===== src/rtl/logic_bist_pkg.sv =====
`default_nettype none
// ============================================================================
//  Module   : logic_bist_pkg
//  Purpose  : Shared types and constants for the logic BIST engine: FSM state
//             encoding, fault-site net codes and the stuck-at override helper.
//  Ports    : none (package)
//  Revision : 1.0 - initial release
// ============================================================================
package logic_bist_pkg;

    typedef enum logic [1:0] {
        IDLE = 2'd0,
        RUN  = 2'd1,
        DONE = 2'd2
    } bist_state_t;

    // Fault-site codes for the internal nets of the test network
    localparam logic [3:0] NET_D    = 4'd0;
    localparam logic [3:0] NET_P    = 4'd1;
    localparam logic [3:0] NET_G    = 4'd2;
    localparam logic [3:0] NET_J    = 4'd3;
    localparam logic [3:0] NET_W    = 4'd4;
    localparam logic [3:0] NET_X    = 4'd5;
    localparam logic [3:0] NET_Q    = 4'd6;
    localparam logic [3:0] NET_K    = 4'd7;
    localparam logic [3:0] NET_Y    = 4'd8;
    localparam logic [3:0] NET_Z    = 4'd9;
    localparam logic [3:0] NET_NONE = 4'd10;

    // Returns the stuck value when this net is the selected fault site,
    // otherwise the fault-free value. Codes 10..15 never match any net.
    function automatic logic net_force(
        input logic       val,
        input logic       en,
        input logic [3:0] net,
        input logic [3:0] code,
        input logic       stuck
    );
        return (en && (net == code)) ? stuck : val;
    endfunction

endpackage
`default_nettype wire


===== src/rtl/logic_net_flt.sv =====
`default_nettype none
// ============================================================================
//  Module   : logic_net_flt
//  Purpose  : One copy of the 5-input / 2-output test network with a single
//             stuck-at fault site. Downstream nets see the forced value.
//  Ports    : a,b,c,e,h  network inputs
//             flt_en     enable fault injection
//             flt_net    fault-site code (10..15 = no fault)
//             flt_val    stuck value
//             z,y        network outputs
//  Revision : 1.0 - initial release
// ============================================================================
module logic_net_flt
    import logic_bist_pkg::*;
(
    input  logic       a,
    input  logic       b,
    input  logic       c,
    input  logic       e,
    input  logic       h,
    input  logic       flt_en,
    input  logic [3:0] flt_net,
    input  logic       flt_val,
    output logic       z,
    output logic       y
);

    logic w_d, w_p, w_g, w_j, w_w, w_x, w_q, w_k;

    assign w_d = net_force(a | b,         flt_en, flt_net, NET_D, flt_val);
    assign w_p = net_force(w_d & e,       flt_en, flt_net, NET_P, flt_val);
    assign w_g = net_force(~w_p,          flt_en, flt_net, NET_G, flt_val);
    assign w_j = net_force(w_g | h,       flt_en, flt_net, NET_J, flt_val);
    assign w_w = net_force(~(b & w_j),    flt_en, flt_net, NET_W, flt_val);
    assign w_x = net_force(w_j & w_g,     flt_en, flt_net, NET_X, flt_val);
    assign w_q = net_force(~w_d,          flt_en, flt_net, NET_Q, flt_val);
    assign w_k = net_force(~(w_q | c),    flt_en, flt_net, NET_K, flt_val);
    assign z   = net_force(w_w & w_x,     flt_en, flt_net, NET_Z, flt_val);
    assign y   = net_force(w_k | a,       flt_en, flt_net, NET_Y, flt_val);

endmodule
`default_nettype wire


===== src/rtl/logic_bist_engine.sv =====
`default_nettype none
// ============================================================================
//  Module   : logic_bist_engine
//  Purpose  : Logic BIST engine. Drives LFSR patterns into CHANNELS faultable
//             network copies and CHANNELS clean copies, compacts the faulty
//             responses into a MISR and records the first faulty/clean
//             mismatch of the run.
//  Ports    : clk, rst_n          clock, synchronous active-low reset
//             start, abort        run control (abort wins)
//             flt_en/chan/net/val fault configuration, captured at run start
//             golden_sig          expected signature
//             busy, done, pass    status
//             signature           MISR contents
//             detected            sticky mismatch flag
//             first_fail_idx      pattern index of first mismatch
//  Revision : 1.0 - initial release
// ============================================================================
module logic_bist_engine
    import logic_bist_pkg::*;
#(
    parameter int                      CHANNELS  = 4,
    parameter int                      PAT_COUNT = 64,
    parameter int                      LFSR_W    = 16,
    parameter logic [LFSR_W-1:0]       LFSR_TAPS = 16'hB400,
    parameter logic [LFSR_W-1:0]       SEED      = 16'hACE1,
    parameter logic [2*CHANNELS-1:0]   MISR_POLY = 8'h1D,
    localparam int                     CH_W      = (CHANNELS > 1) ? $clog2(CHANNELS) : 1,
    localparam int                     CNT_W     = $clog2(PAT_COUNT + 1)
) (
    input  logic                  clk,
    input  logic                  rst_n,
    input  logic                  start,
    input  logic                  abort,
    input  logic                  flt_en,
    input  logic [CH_W-1:0]       flt_chan,
    input  logic [3:0]            flt_net,
    input  logic                  flt_val,
    input  logic [2*CHANNELS-1:0] golden_sig,
    output logic                  busy,
    output logic                  done,
    output logic                  pass,
    output logic [2*CHANNELS-1:0] signature,
    output logic                  detected,
    output logic [CNT_W-1:0]      first_fail_idx
);

    localparam int W = 2 * CHANNELS;

    if (SEED == '0) begin : g_seed_check
        $error("logic_bist_engine: SEED must be nonzero");
    end

    bist_state_t        r_state;
    bist_state_t        w_state_next;
    logic               w_run_entry;

    logic [LFSR_W-1:0]  r_lfsr;
    logic [W-1:0]       r_misr;
    logic [CNT_W-1:0]   r_cnt;
    logic               r_detected;
    logic [CNT_W-1:0]   r_first_fail;
    logic               r_flt_en;
    logic [CH_W-1:0]    r_flt_chan;
    logic [3:0]         r_flt_net;
    logic               r_flt_val;

    logic [W-1:0]       w_resp_flt;
    logic [W-1:0]       w_resp_clean;
    logic               w_last;

    assign w_last = (r_cnt == CNT_W'(PAT_COUNT - 1));

    // ------------------------------------------------------------------
    // Network copies: channel n sees LFSR bits 5n..5n+4 (wrapping)
    // ------------------------------------------------------------------
    for (genvar n = 0; n < CHANNELS; n++) begin : g_chan
        logic [4:0] w_in;
        logic       w_sel;

        for (genvar i = 0; i < 5; i++) begin : g_bit
            assign w_in[i] = r_lfsr[(5 * n + i) % LFSR_W];
        end

        // Out-of-range channel numbers simply never match
        assign w_sel = r_flt_en && (int'(r_flt_chan) == n);

        logic_net_flt u_flt (
            .a       (w_in[0]),
            .b       (w_in[1]),
            .c       (w_in[2]),
            .e       (w_in[3]),
            .h       (w_in[4]),
            .flt_en  (w_sel),
            .flt_net (r_flt_net),
            .flt_val (r_flt_val),
            .z       (w_resp_flt[2*n+1]),
            .y       (w_resp_flt[2*n])
        );

        logic_net_flt u_clean (
            .a       (w_in[0]),
            .b       (w_in[1]),
            .c       (w_in[2]),
            .e       (w_in[3]),
            .h       (w_in[4]),
            .flt_en  (1'b0),
            .flt_net (NET_NONE),
            .flt_val (1'b0),
            .z       (w_resp_clean[2*n+1]),
            .y       (w_resp_clean[2*n])
        );
    end

    // ------------------------------------------------------------------
    // FSM
    // ------------------------------------------------------------------
    always_ff @(posedge clk) begin
        if (!rst_n) begin
            r_state <= IDLE;
        end else begin
            r_state <= w_state_next;
        end
    end

    always_comb begin
        w_state_next = r_state;
        w_run_entry  = 1'b0;
        if (abort) begin
            w_state_next = IDLE;
        end else begin
            case (r_state)
                IDLE: begin
                    if (start) begin
                        w_state_next = RUN;
                        w_run_entry  = 1'b1;
                    end
                end
                RUN: begin
                    if (w_last) begin
                        w_state_next = DONE;
                    end
                end
                DONE: begin
                    if (start) begin
                        w_state_next = RUN;
                        w_run_entry  = 1'b1;
                    end
                end
                default: begin
                    w_state_next = IDLE;
                end
            endcase
        end
    end

    // ------------------------------------------------------------------
    // Datapath: LFSR, MISR, pattern counter, mismatch capture
    // ------------------------------------------------------------------
    always_ff @(posedge clk) begin
        if (!rst_n) begin
            r_lfsr       <= SEED;
            r_misr       <= '0;
            r_cnt        <= '0;
            r_detected   <= 1'b0;
            r_first_fail <= '0;
            r_flt_en     <= 1'b0;
            r_flt_chan   <= '0;
            r_flt_net    <= '0;
            r_flt_val    <= 1'b0;
        end else if (w_run_entry) begin
            r_lfsr       <= SEED;
            r_misr       <= '0;
            r_cnt        <= '0;
            r_detected   <= 1'b0;
            r_first_fail <= '0;
            r_flt_en     <= flt_en;
            r_flt_chan   <= flt_chan;
            r_flt_net    <= flt_net;
            r_flt_val    <= flt_val;
        end else if ((r_state == RUN) && !abort) begin
            // On an abort cycle the partial results are frozen as they stand
            r_misr <= {r_misr[W-2:0], 1'b0}
                    ^ (r_misr[W-1] ? MISR_POLY : '0)
                    ^ w_resp_flt;
            r_lfsr <= (r_lfsr >> 1) ^ (r_lfsr[0] ? LFSR_TAPS : '0);
            r_cnt  <= r_cnt + CNT_W'(1);
            if ((w_resp_flt != w_resp_clean) && !r_detected) begin
                r_detected   <= 1'b1;
                r_first_fail <= r_cnt;
            end
        end
    end

    assign busy           = (r_state == RUN);
    assign done           = (r_state == DONE);
    assign pass           = done && (r_misr == golden_sig);
    assign signature      = r_misr;
    assign detected       = r_detected;
    assign first_fail_idx = r_first_fail;

endmodule
`default_nettype wire


===== config.mk =====
export PLATFORM = sky130hd
export DESIGN_NAME = logic_bist_engine
export DESIGN_NICKNAME = d
export VERILOG_FILES = /design/src/rtl/logic_bist_pkg.sv /design/src/rtl/logic_net_flt.sv /design/src/rtl/logic_bist_engine.sv
export SDC_FILE = /design/constraint.sdc
export NUM_CORES = 1
export LEC_CHECK = 0
export BUFFER_PORTS_ARGS = -buffer_cell sky130_fd_sc_hd__buf_4
export CAP_MARGIN = 15
export CORE_UTILIZATION = 53
export DETAILED_ROUTE_END_ITERATION = 12
export PLACE_DENSITY = 0.73
export SYNTH_ARGS = -nofsm -noshare
export SYNTH_HDL_FRONTEND = slang
export SYNTH_SLANG_ARGS = --single-unit

===== constraint.sdc =====
create_clock -name clk -period 2.7 [get_ports clk]
set_input_delay 0.54 -clock clk [delete_from_list [all_inputs] [get_ports clk]]
set_output_delay 0.54 -clock clk [all_outputs]
set_load 0.02 [all_outputs]

==> flow_summary.json <==
{
  "status": "complete, but fails checks",
  "violations": "negative setup slack",
  "die_y_um": 82.88,
  "ios": 39,
  "p_seq_share_pct": 48.5,
  "dr.pass1.iters": 7,
  "yosysMostFrequentCell": "nand2_1",
  "p_switching_uw": 467.3,
  "hold_buffers": 0,
  "pwr-share-clk_pct": 30.7,
  "hold_violations": 0,
  "syn-num-nets": 451,
  "cp.arrival_ps": 3070,
  "vias_per_cell": 5.970,
  "antenna_found_initial": 0,
  "drc": 0,
  "fin_util_pct": 70.78,
  "ys_seq_elements": 49,
  "cts_max_level": 2,
  "hpwl_um": 7569,
  "grt_pass1_wl_um": 16590,
  "max_stage_delay_ps": 450,
  "yosys.cell_types.count": 81,
  "dieArea_um2": 6869,
  "switching_share_pct": 29.83,
  "power_density_nw_per_um2": 348.6,
  "n_antenna_cell": 0,
  "worstSetupPathType": "reg -> reg",
  "syn_inst": 430,
  "critPathMaxFanout": 7,
  "p_comb_share_pct": 20.8,
  "slew_headroom_pct": 67.71,
  "cts.path.max_buffers": 2,
  "cts_buffers": 5,
  "synth_warnings": 0,
  "worst_slew_pin_slew_ps": 484.4,
  "fmax_mhz": 356.5,
  "yosysTopAreaCellShare_pct": 28.29,
  "synth_area_leaders": "dfxtp_1, nand2_1, a21oi_1",
  "yosys.area.top_type": "dfxtp_1",
  "cp_slowest_cell": "or3_2",
  "synth_edf_count": 0,
  "setup_viol": 7,
  "synth_ff_type": "dfxtp_1",
  "die_width_um": 82.88,
  "synth-seq-area-share_pct": 28.29,
  "endpoint_kind": "flop",
  "max_cap_viol_count": 0,
  "startpoint_type": "flop",
  "synth.avg_cell_area_um2": 8.063,
  "ys_top_cells_by_count": "nand2_1, dfxtp_1, a21oi_1, nor2_1",
  "cts_sinks": 49,
  "final.setup_skew_ps": 10.30,
  "crit_chain": "buf_4 -> or3_2 -> o31a_1 -> a2bb2oi_1 -> a2111o_1 -> a31o_1 -> o2111a_2 -> a211oi_4 -> buf_12 -> mux2i_1",
  "tns_ps": -657.1,
  "intPower_mw": 1.100,
  "rows": 29,
  "wl_per_cell_um": 16.90,
  "clock-root-buffer": "clkbuf_8",
  "drtIter0Drc": 278,
  "required_ps": 2960,
  "routed_wl_um": 10240,
  "async_flop_share_pct": 0,
  "area_delta_synth_final_pct": 29.63,
  "grtUsageTotal_pct": 29.66,
  "fillers": 522,
  "coreArea_um2": 6350,
  "vias": 3618,
  "drive_gt1_share_pct": 32.51,
  "gp_congestion": 0.9464,
  "cts_tree": "done",
  "ir_drop_mv": 0.3687,
  "grt_pass1_vias": 3466,
  "period_share_pct": 103.9,
  "rsz0062_at_grt": "yes",
  "synth_area_um2": 3467,
  "initial_core_util_pct": 54.60,
  "gr-total-overflow": 0,
  "ant_nets": 0,
  "io_buffers": 38,
  "cp_top_family": "compound AO/OA/AOI/OAI gates",
  "maxSlewViolCount": 0,
  "fin_ws_ps": -104.8,
  "fin_crit_ps": 2805,
  "min-delay-path-class": "reg -> reg",
  "grt_max_degree": 26,
  "layout.nets": 549,
  "path_buf_inv": 2,
  "power_mw": 1.567,
  "path_clk_slew_ps": 110,
  "insertion_delay_ps": 320,
  "r2r_slack_ps": -100,
  "leakagePower_nw": 1.743
}
-- worst register-to-register path, stage by stage (launching register included) --
cell and delay (ps):
dfxtp_4 380, buf_4 130, or3_2 450, o31a_1 250, a2bb2oi_1 180, a2111o_1 330, a31o_1 250, o2111a_2 190
a211oi_4 250, buf_12 160, mux2i_1 180
-- routing by layer --
metal / GRT usage [%] / vias up / part of all wire, % / wire [µm]
met1: 38.75 / 1690 / 44 / 4542
met5: 0 / - / 0 / 0
li1: - / 1762 / - / -
met4: 11.44 / 0 / 2.6 / 266
met2: 48.44 / 135 / 47 / 4792
met3: 5.467 / 31 / 6.2 / 639
-- cells in the final DEF, fill, tap and decap left out, types with 5 or more instances in the layout --
cell / n
mux2i_1: 15
nand2_1: 58
nand2b_1: 7
nand3b_1: 7
dfxtp_1: 45
nor3_1: 9
nor2b_1: 15
xor2_1: 11
o21ai_0: 17
xnor2_1: 17
buf_4: 124
clkbuf_8: 5
a21oi_1: 34
nor2_1: 30
nand3_1: 10
a211oi_1: 13
-- final cells by class --
type                    count  area, µm²  area share, %
clock inverters             3      28.78         0.6403
flip-flops and latches     49      991.0          22.05
clock buffers               5      68.82          1.531
well taps                  77      96.34          2.144
repair buffers            127      967.2          21.52
multi-input cells         342       2328          51.81
inverters                   3      13.76         0.3062
-- state kept, by name, indices dropped and copies added, names as in the netlist --
name            flops
r_lfsr             16
r_state             2
signature           8
first_fail_idx      7
r_flt_net           4
r_flt_val           1
r_cnt               7
r_flt_en            1
r_flt_chan          2
detected            1
-- cell families after synthesis --
kind of cell / after synthesis / share of synthesized area, %
DFF: 49 / 28.29
xor gates and xnor gates: 28 / 7.073
and+or+nand+nor: 179 / 27.93
buffers and inverters: 39 / 7.795
adders and majority gates: 1 / 0.3608
muxes: 16 / 4.655
AOI/OAI and AO/OA: 118 / 23.89
-- power groups by stage --
stage / logic [mW] / clock network (mW) / registers, mW
4_1_cts: 0.309 / 0.492 / 0.760
2_1_floorplan: 0.182 / 0 / 0.770
6_report: 0.326 / 0.481 / 0.759
3_5_place_dp: 0.288 / 0 / 0.778
5_1_grt: 0.351 / 0.513 / 0.762
3_3_place_gp: 0.283 / 0 / 0.776
-- final timing paths --
kind,start,endpoint,depth (start not counted)
worst max-delay path,r_flt_net[1],first_fail_idx[5],10
worst max register to register,r_flt_net[1],first_fail_idx[5],10
worst min register to register,first_fail_idx[6],first_fail_idx[6],2
worst min-delay path,first_fail_idx[6],first_fail_idx[6],2
-- per-stage QoR --
stage	hold WS, ps	cells	setup WS, ps	instance area (µm²)
2_1_floorplan	444.7	430	22.30	3476
3_3_place_gp	445.8	587	-392.3	4189
3_5_place_dp	454.8	587	-431.1	4189
4_1_cts	471.9	599	-41.03	4412
5_1_grt	488.4	606	-193.7	4494
6_report	473.0	606	-104.8	4494
-- repair_timing --
item | in CTS | in global routing
setup buffers | 4 | 7
resized for setup | 18 | 6
gates cloned | 0 | 0
pin swaps | 9 | 6
setup endpoints to repair | 8 | 8
Note: power is estimated with default switching activity, not from simulation.
